**src/rtl/prime_pkg.sv**
```systemverilog
// Shared types and constants for the prime candidate sieve.
package prime_pkg;

  typedef enum logic [1:0] {
    StIdle,
    StSieve,
    StDecide
  } sieve_state_e;

  localparam int unsigned RemW           = 4;
  localparam int unsigned NumPrimes      = 5;
  localparam int unsigned DefaultNumBits = 128;

  // Index 0 holds 3, index 4 holds 13.
  localparam logic [NumPrimes-1:0][RemW-1:0] SievePrimes = {4'd13, 4'd11, 4'd7, 4'd5, 4'd3};

  // One MSB-first trial-division step: (2*rem + bit_in) mod div.
  // Since rem < div, the sum is below 2*div and one conditional subtract suffices.
  function automatic logic [RemW-1:0] rem_step(input logic [RemW-1:0] rem,
                                               input logic            bit_in,
                                               input logic [RemW-1:0] div);
    logic [RemW:0] t;
    t = {rem, bit_in};
    if (t >= {1'b0, div}) begin
      t = t - {1'b0, div};
    end
    return t[RemW-1:0];
  endfunction

endpackage

```
**src/rtl/cand_fifo_fwft.sv**
```systemverilog
// First-word-fall-through candidate FIFO with registered head and flags.
module cand_fifo_fwft #(
  parameter int unsigned WIDTH = 128,
  parameter int unsigned DEPTH = 4
) (
  input  logic             clk_i,
  input  logic             rst_ni,
  input  logic             push_i,
  input  logic [WIDTH-1:0] wdata_i,
  output logic             push_ready_o,
  input  logic             pop_i,
  output logic [WIDTH-1:0] rdata_o,
  output logic             empty_o,
  output logic             full_o
);

  localparam int unsigned PtrW = $clog2(DEPTH);
  localparam logic [PtrW:0] DepthCnt = (PtrW + 1)'(DEPTH);

  logic [WIDTH-1:0] mem_q [DEPTH];
  logic [PtrW-1:0]  wptr_q, wptr_d, rptr_q, rptr_d;
  logic [PtrW:0]    count_q, count_d, remain;
  logic [WIDTH-1:0] dout_q, dout_d;
  logic             empty_q, empty_d, full_q, full_d;
  logic             push, pop;

  assign pop          = pop_i & ~empty_q;
  assign push_ready_o = ~full_q | pop;
  assign push         = push_i & push_ready_o;

  // Pointer, count, flag and head-register next state.
  always_comb begin
    wptr_d  = wptr_q;
    rptr_d  = rptr_q;
    count_d = count_q;
    dout_d  = dout_q;
    if (push) wptr_d = wptr_q + 1'b1;
    if (pop)  rptr_d = rptr_q + 1'b1;
    case ({push, pop})
      2'b10:   count_d = count_q + 1'b1;
      2'b01:   count_d = count_q - 1'b1;
      default: count_d = count_q;
    endcase
    // Entries left after this cycle's pop, not counting this cycle's push.
    remain = count_q - {{PtrW{1'b0}}, pop};
    if (remain != '0) begin
      dout_d = mem_q[rptr_d];
    end else if (push) begin
      dout_d = wdata_i;
    end
    empty_d = (count_d == '0);
    full_d  = (count_d == DepthCnt);
  end

  // Control state.
  always_ff @(posedge clk_i or negedge rst_ni) begin
    if (!rst_ni) begin
      wptr_q  <= '0;
      rptr_q  <= '0;
      count_q <= '0;
      dout_q  <= '0;
      empty_q <= 1'b1;
      full_q  <= 1'b0;
    end else begin
      wptr_q  <= wptr_d;
      rptr_q  <= rptr_d;
      count_q <= count_d;
      dout_q  <= dout_d;
      empty_q <= empty_d;
      full_q  <= full_d;
    end
  end

  // Storage; contents are only meaningful behind the pointers, so no reset.
  always_ff @(posedge clk_i) begin
    if (push) mem_q[wptr_q] <= wdata_i;
  end

  assign rdata_o = dout_q;
  assign empty_o = empty_q;
  assign full_o  = full_q;

endmodule

```
**src/rtl/prime_candidate_sieve.sv**
```systemverilog
// Conditions random words into odd full-width candidates, trial-divides them by
// small primes bit-serially and queues survivors for the primality controller.
module prime_candidate_sieve
  import prime_pkg::*;
#(
  parameter int unsigned NUM_BITS   = DefaultNumBits,
  parameter int unsigned FIFO_DEPTH = 4,
  parameter bit          SIEVE_EN   = 1'b1
) (
  input  logic                aclk,
  input  logic                aresetn,
  input  logic                rnd_valid,
  input  logic [NUM_BITS-1:0] rnd_data,
  output logic                rnd_ready,
  input  logic                pq_fifo_rd_en,
  output logic [NUM_BITS-1:0] pq_fifo_dout,
  output logic                pq_fifo_empty,
  output logic                pq_fifo_full,
  output logic [31:0]         reject_count
);

  localparam int unsigned CntW = $clog2(NUM_BITS);
  localparam logic [NUM_BITS-1:0] CondMask = {1'b1, {(NUM_BITS - 2){1'b0}}, 1'b1};

  sieve_state_e                   state_q, state_d;
  logic [NUM_BITS-1:0]            cand_q, cand_d, shift_q, shift_d;
  logic [CntW-1:0]                cnt_q, cnt_d;
  logic [NumPrimes-1:0][RemW-1:0] rem_q, rem_d;
  logic [31:0]                    rej_q, rej_d;
  logic                           rdy_q, rdy_d;
  logic                           fifo_push, fifo_ready, divisible;

  // FSM next state, bit-serial remainder update and reject counting.
  always_comb begin
    state_d   = state_q;
    cand_d    = cand_q;
    shift_d   = shift_q;
    cnt_d     = cnt_q;
    rem_d     = rem_q;
    rej_d     = rej_q;
    fifo_push = 1'b0;
    divisible = 1'b0;
    for (int i = 0; i < NumPrimes; i++) begin
      if (rem_q[i] == '0) divisible = 1'b1;
    end
    unique case (state_q)
      StIdle: begin
        if (rnd_valid && rdy_q) begin
          cand_d  = rnd_data | CondMask;
          shift_d = rnd_data | CondMask;
          rem_d   = '0;
          cnt_d   = CntW'(NUM_BITS - 1);
          state_d = StSieve;
        end
      end
      StSieve: begin
        for (int i = 0; i < NumPrimes; i++) begin
          rem_d[i] = rem_step(rem_q[i], shift_q[NUM_BITS-1], SievePrimes[i]);
        end
        shift_d = shift_q << 1;
        cnt_d   = cnt_q - 1'b1;
        if (cnt_q == '0) state_d = StDecide;
      end
      StDecide: begin
        if (SIEVE_EN && divisible) begin
          if (rej_q != '1) rej_d = rej_q + 1'b1;
          state_d = StIdle;
        end else begin
          // Held high while stalled; the FIFO takes it once a slot frees up.
          fifo_push = 1'b1;
          if (fifo_ready) state_d = StIdle;
        end
      end
      default: state_d = StIdle;
    endcase
    // Registered so ready stays low throughout reset and rises one cycle after.
    rdy_d = (state_d == StIdle);
  end

  // State registers.
  always_ff @(posedge aclk or negedge aresetn) begin
    if (!aresetn) begin
      state_q <= StIdle;
      cand_q  <= '0;
      shift_q <= '0;
      cnt_q   <= '0;
      rem_q   <= '0;
      rej_q   <= '0;
      rdy_q   <= 1'b0;
    end else begin
      state_q <= state_d;
      cand_q  <= cand_d;
      shift_q <= shift_d;
      cnt_q   <= cnt_d;
      rem_q   <= rem_d;
      rej_q   <= rej_d;
      rdy_q   <= rdy_d;
    end
  end

  cand_fifo_fwft #(
    .WIDTH (NUM_BITS),
    .DEPTH (FIFO_DEPTH)
  ) u_fifo (
    .clk_i        (aclk),
    .rst_ni       (aresetn),
    .push_i       (fifo_push),
    .wdata_i      (cand_q),
    .push_ready_o (fifo_ready),
    .pop_i        (pq_fifo_rd_en),
    .rdata_o      (pq_fifo_dout),
    .empty_o      (pq_fifo_empty),
    .full_o       (pq_fifo_full)
  );

  assign rnd_ready    = rdy_q;
  assign reject_count = rej_q;

endmodule
```
**config.mk**
```make
export PLATFORM = sky130hd
export DESIGN_NAME = prime_candidate_sieve
export DESIGN_NICKNAME = d
export VERILOG_FILES = /design/src/rtl/prime_pkg.sv /design/src/rtl/cand_fifo_fwft.sv /design/src/rtl/prime_candidate_sieve.sv
export SDC_FILE = /design/constraint.sdc
export NUM_CORES = 1
export LEC_CHECK = 0
export ABC_AREA = 1
export ABC_CLOCK_PERIOD_IN_PS = 6900
export CORE_ASPECT_RATIO = 1.75
export CORE_MARGIN = 2
export CORE_UTILIZATION = 45
export CTS_BUF_LIST = sky130_fd_sc_hd__clkbuf_4
export DETAILED_ROUTE_END_ITERATION = 12
export PLACE_DENSITY = 0.69
export REMOVE_ABC_BUFFERS = 1
export SYNTH_ARGS = -nofsm -noshare
export SYNTH_HDL_FRONTEND = slang
export SYNTH_SLANG_ARGS = --single-unit
```
**constraint.sdc**
```tcl
create_clock -name aclk -period 6.9 [get_ports aclk]
set_clock_uncertainty 0.05 [all_clocks]
set_input_delay 1.035 -clock aclk [delete_from_list [all_inputs] [get_ports aclk]]
set_output_delay 1.035 -clock aclk [all_outputs]
set_load 0.01 [all_outputs]
```
==> impl_metrics.json <==
{
  "status": "complete, no violations",
  "ys_types": 37,
  "relSlewSlack_pct": 27.7,
  "report.final.setup_viol": 0,
  "report.final.slew_viol_count": 0,
  "setup_tns_ns": 0,
  "slowest_delay_ns": 0.92,
  "gp_congestion": 0.838,
  "htreeDepth": 4,
  "critPathArrivalTime_ns": 4.51,
  "vdd_drop_max_mv": 0.362,
  "grt_pass1_wl_mm": 181,
  "rsz0062_at_grt": "no",
  "vias": 32300,
  "vias_per_cell": 5.40,
  "area_delta_synth_final_pct": 15.8,
  "cp-start-kind": "input pin",
  "async_flop_share_pct": 47.1,
  "gr-usage-met3_pct": 6.38,
  "first_iter_violations": 2478,
  "dp_slack_ns": 2.26,
  "clock_latency_ns": 1.14,
  "cts_max_path_buffers": 3,
  "syn_inst": 4313,
  "cts_root_buffer": "clkbuf_4",
  "synth_edf_count": 508,
  "portBuffers": 292,
  "worst_pin_slew_ns": 1.09,
  "ys.flop_type": "edfxtp_1",
  "fmax_ghz": 0.283,
  "ys_warn_count": 0,
  "layout-drive-gt1-share_pct": 8.89,
  "gr-usage-met1_pct": 29.1,
  "cp_slowest_cell": "inv_6",
  "grt.busiest_layer": "met2",
  "synth.avg_cell_area_um2": 9.78,
  "cts_tree": "built",
  "power_density_nw_per_um2": 409,
  "drc": 0,
  "total_power_uw": 20000,
  "cp.required_ns": 7.88,
  "antenna_left": 0,
  "grt_overflow": 0,
  "path_clk_slew_ns": 0.07,
  "dieHeight_um": 409,
  "synth.ff_latch_count": 961,
  "num_rows": 148,
  "first_pass_iters": 6,
  "grtUsageTotal_pct": 24.3,
  "hold_path.class": "in -> async",
  "r2r-start": "u_fifo.empty_o",
  "critPathKind": "in -> reg",
  "reg2reg_slack_ns": 3.39,
  "period_share_pct": 51.2,
  "fin_ws_ns": 3.37,
  "syn_area_um2": 42200,
  "cp_common_cell": "nand3_1",
  "clock-sinks": 961,
  "layout.nets": 4740,
  "reg2regPathDepth": 9,
  "hold_viol_final": 0,
  "n_fill_cell": 8371,
  "regToRegEndpoint": "u_fifo.rdata_o[123]",
  "grt_pass1_vias": 32000,
  "fin_crit_ns": 3.53,
  "start_util_pct": 45.4,
  "antenna_found_initial": 5,
  "critPathMaxFanout": 96,
  "seq_area_frac_synth_pct": 63.0,
  "fp.dieW_um": 235,
  "crit_chain": "clkdlybuf4s50_1 -> inv_1 -> nor2_1 -> ha_1 -> xnor2_1 -> nand2_4 -> inv_6 -> buf_4 -> nand3_1 -> nand3_1",
  "grt_max_degree": 164,
  "p_leak_uw": 0.0212,
  "avgRoutedWirePerCell_um": 19.6,
  "io_pins": 295,
  "mostFrequentLayoutCell": "nand2_1",
  "die_area_um2": 96300,
  "drt_wl_total_mm": 117,
  "setup.worst_path.end_class": "flip-flop",
  "final_cell_mix": "nand2_1, nand3_1, edfxtp_1",
  "core_um2": 93000,
  "ctsResizeCount": 0,
  "drv_cap": 0,
  "cts_buffers": 213,
  "dp_hpwl_mm": 65.0,
  "met2_usage_pct": 41.0
}
[synthesized netlist by cell type (2+ instances only)]
| master | instances | area share [%] |
|---|---|---|
| buf_1 | 29 | 0.26 |
| o211ai_1 | 3 | 0.053 |
| edfxtp_1 | 508 | 36 |
| o22ai_1 | 5 | 0.074 |
| clkbuf_1 | 117 | 1.0 |
| inv_1 | 431 | 3.8 |
| nor2_2 | 2 | 0.030 |
| xnor2_1 | 10 | 0.21 |
| nor2_4 | 3 | 0.080 |
| ha_1 | 16 | 0.47 |
| a21oi_1 | 8 | 0.095 |
| nor2_1 | 211 | 1.9 |
| o21ai_0 | 169 | 2.0 |
| buf_2 | 101 | 1.2 |
| nand3_1 | 646 | 7.7 |
| buf_4 | 24 | 0.43 |
| inv_2 | 5 | 0.044 |
| nand4_1 | 129 | 1.9 |
| xor2_1 | 14 | 0.29 |
| nand2_2 | 4 | 0.059 |
| nor3_1 | 4 | 0.047 |
| nand3b_1 | 271 | 4.8 |
| dfrtp_1 | 452 | 27 |
| nand2_1 | 1136 | 10 |
| buf_8 | 3 | 0.11 |
[timing repair]
action                    in CTS  in global routing
hold buffers                   1                  0
hold endpoints to repair      37                  0
setup buffers                  0                  0
[per-stage QoR]
| stage | std cells | cell area [um^2] | hold slack [ns] | util (%) |
|---|---|---|---|---|
| global placement | 5575 | 45900 | 0.414 | 49.4 |
| CTS | 5980 | 48800 | 0.227 | 52.5 |
| detailed placement | 5575 | 45900 | 0.419 | 49.4 |
| finish | 5987 | 48900 | 0.345 | 52.6 |
| floorplan | 4038 | 40900 | 0.402 | - |
| global route | 5986 | 48900 | 0.271 | 52.6 |
[critical path: cells and delay by family]
kind          cells  cell delay (ns)
simple gates      4             0.86
xor+xnor          1             0.16
fa+ha+maj         1             0.22
buf+inv           4             2.16
[flip-flops by register name, summed over array words and instances (netlist names)]
| register | flops |
|---|---|
| cand_q | 127 |
| cnt_q | 7 |
| reject_count | 32 |
| rem_q | 20 |
| rnd_ready | 1 |
| shift_q | 128 |
| state_q | 2 |
| u_fifo.count_q | 3 |
| u_fifo.empty_o | 1 |
| u_fifo.full_o | 1 |
| u_fifo.mem_q | 508 |
| u_fifo.rdata_o | 127 |
| u_fifo.rptr_q | 2 |
| u_fifo.wptr_q | 2 |
[cell families after synthesis]
| kind of cell | synth area share (%) |
|---|---|
| XOR/XNOR | 0.498 |
| multiplexers | 0.0267 |
| AND/OR/NAND/NOR | 26.7 |
| adder cells (fa/ha/maj) | 0.522 |
| flip-flops | 63.0 |
| buffers and inverters | 6.94 |
| AO/OA/AOI/OAI | 2.30 |
[power breakdown]
group / internal, uW / switching, uW
registers: 7620 / 1010
clock network: 2350 / 2280
logic: 2290 / 4410
[how the worst max path moves through the flow]
stage	startpoint	to	slack, ns
floorplan	pq_fifo_rd_en	u_fifo.rdata_o[107]	-5.91
global placement	pq_fifo_rd_en	u_fifo.rdata_o[74]	2.29
detailed placement	pq_fifo_rd_en	u_fifo.rdata_o[2]	2.26
CTS	u_fifo.empty_o	u_fifo.rdata_o[123]	3.39
global route	u_fifo.empty_o	u_fifo.rdata_o[36]	3.16
finish	pq_fifo_rd_en	u_fifo.rdata_o[123]	3.37
[metal layers]
layer	up-vias	part of all wire [%]
met5	-	0.031
met4	6	3.8
met3	266	8.6
met2	1290	50
met1	15700	38
li1	15100	-
[cell type report]
class                           count  area (um^2)  share of cell area [%]
Clock buffer                      318         2390                    4.89
Sequential cell                   961        26600                    54.4
Multi-Input combinational cell   2641        12800                    26.2
Clock inverter                     86          515                    1.05
Antenna cell                        7         17.5                  0.0358
Tap cell                         1200         1500                    3.07
Inverter                          436         1660                    3.40
Timing Repair Buffer              338         3400                    6.96
Note: power is estimated with default switching activity, not from simulation.
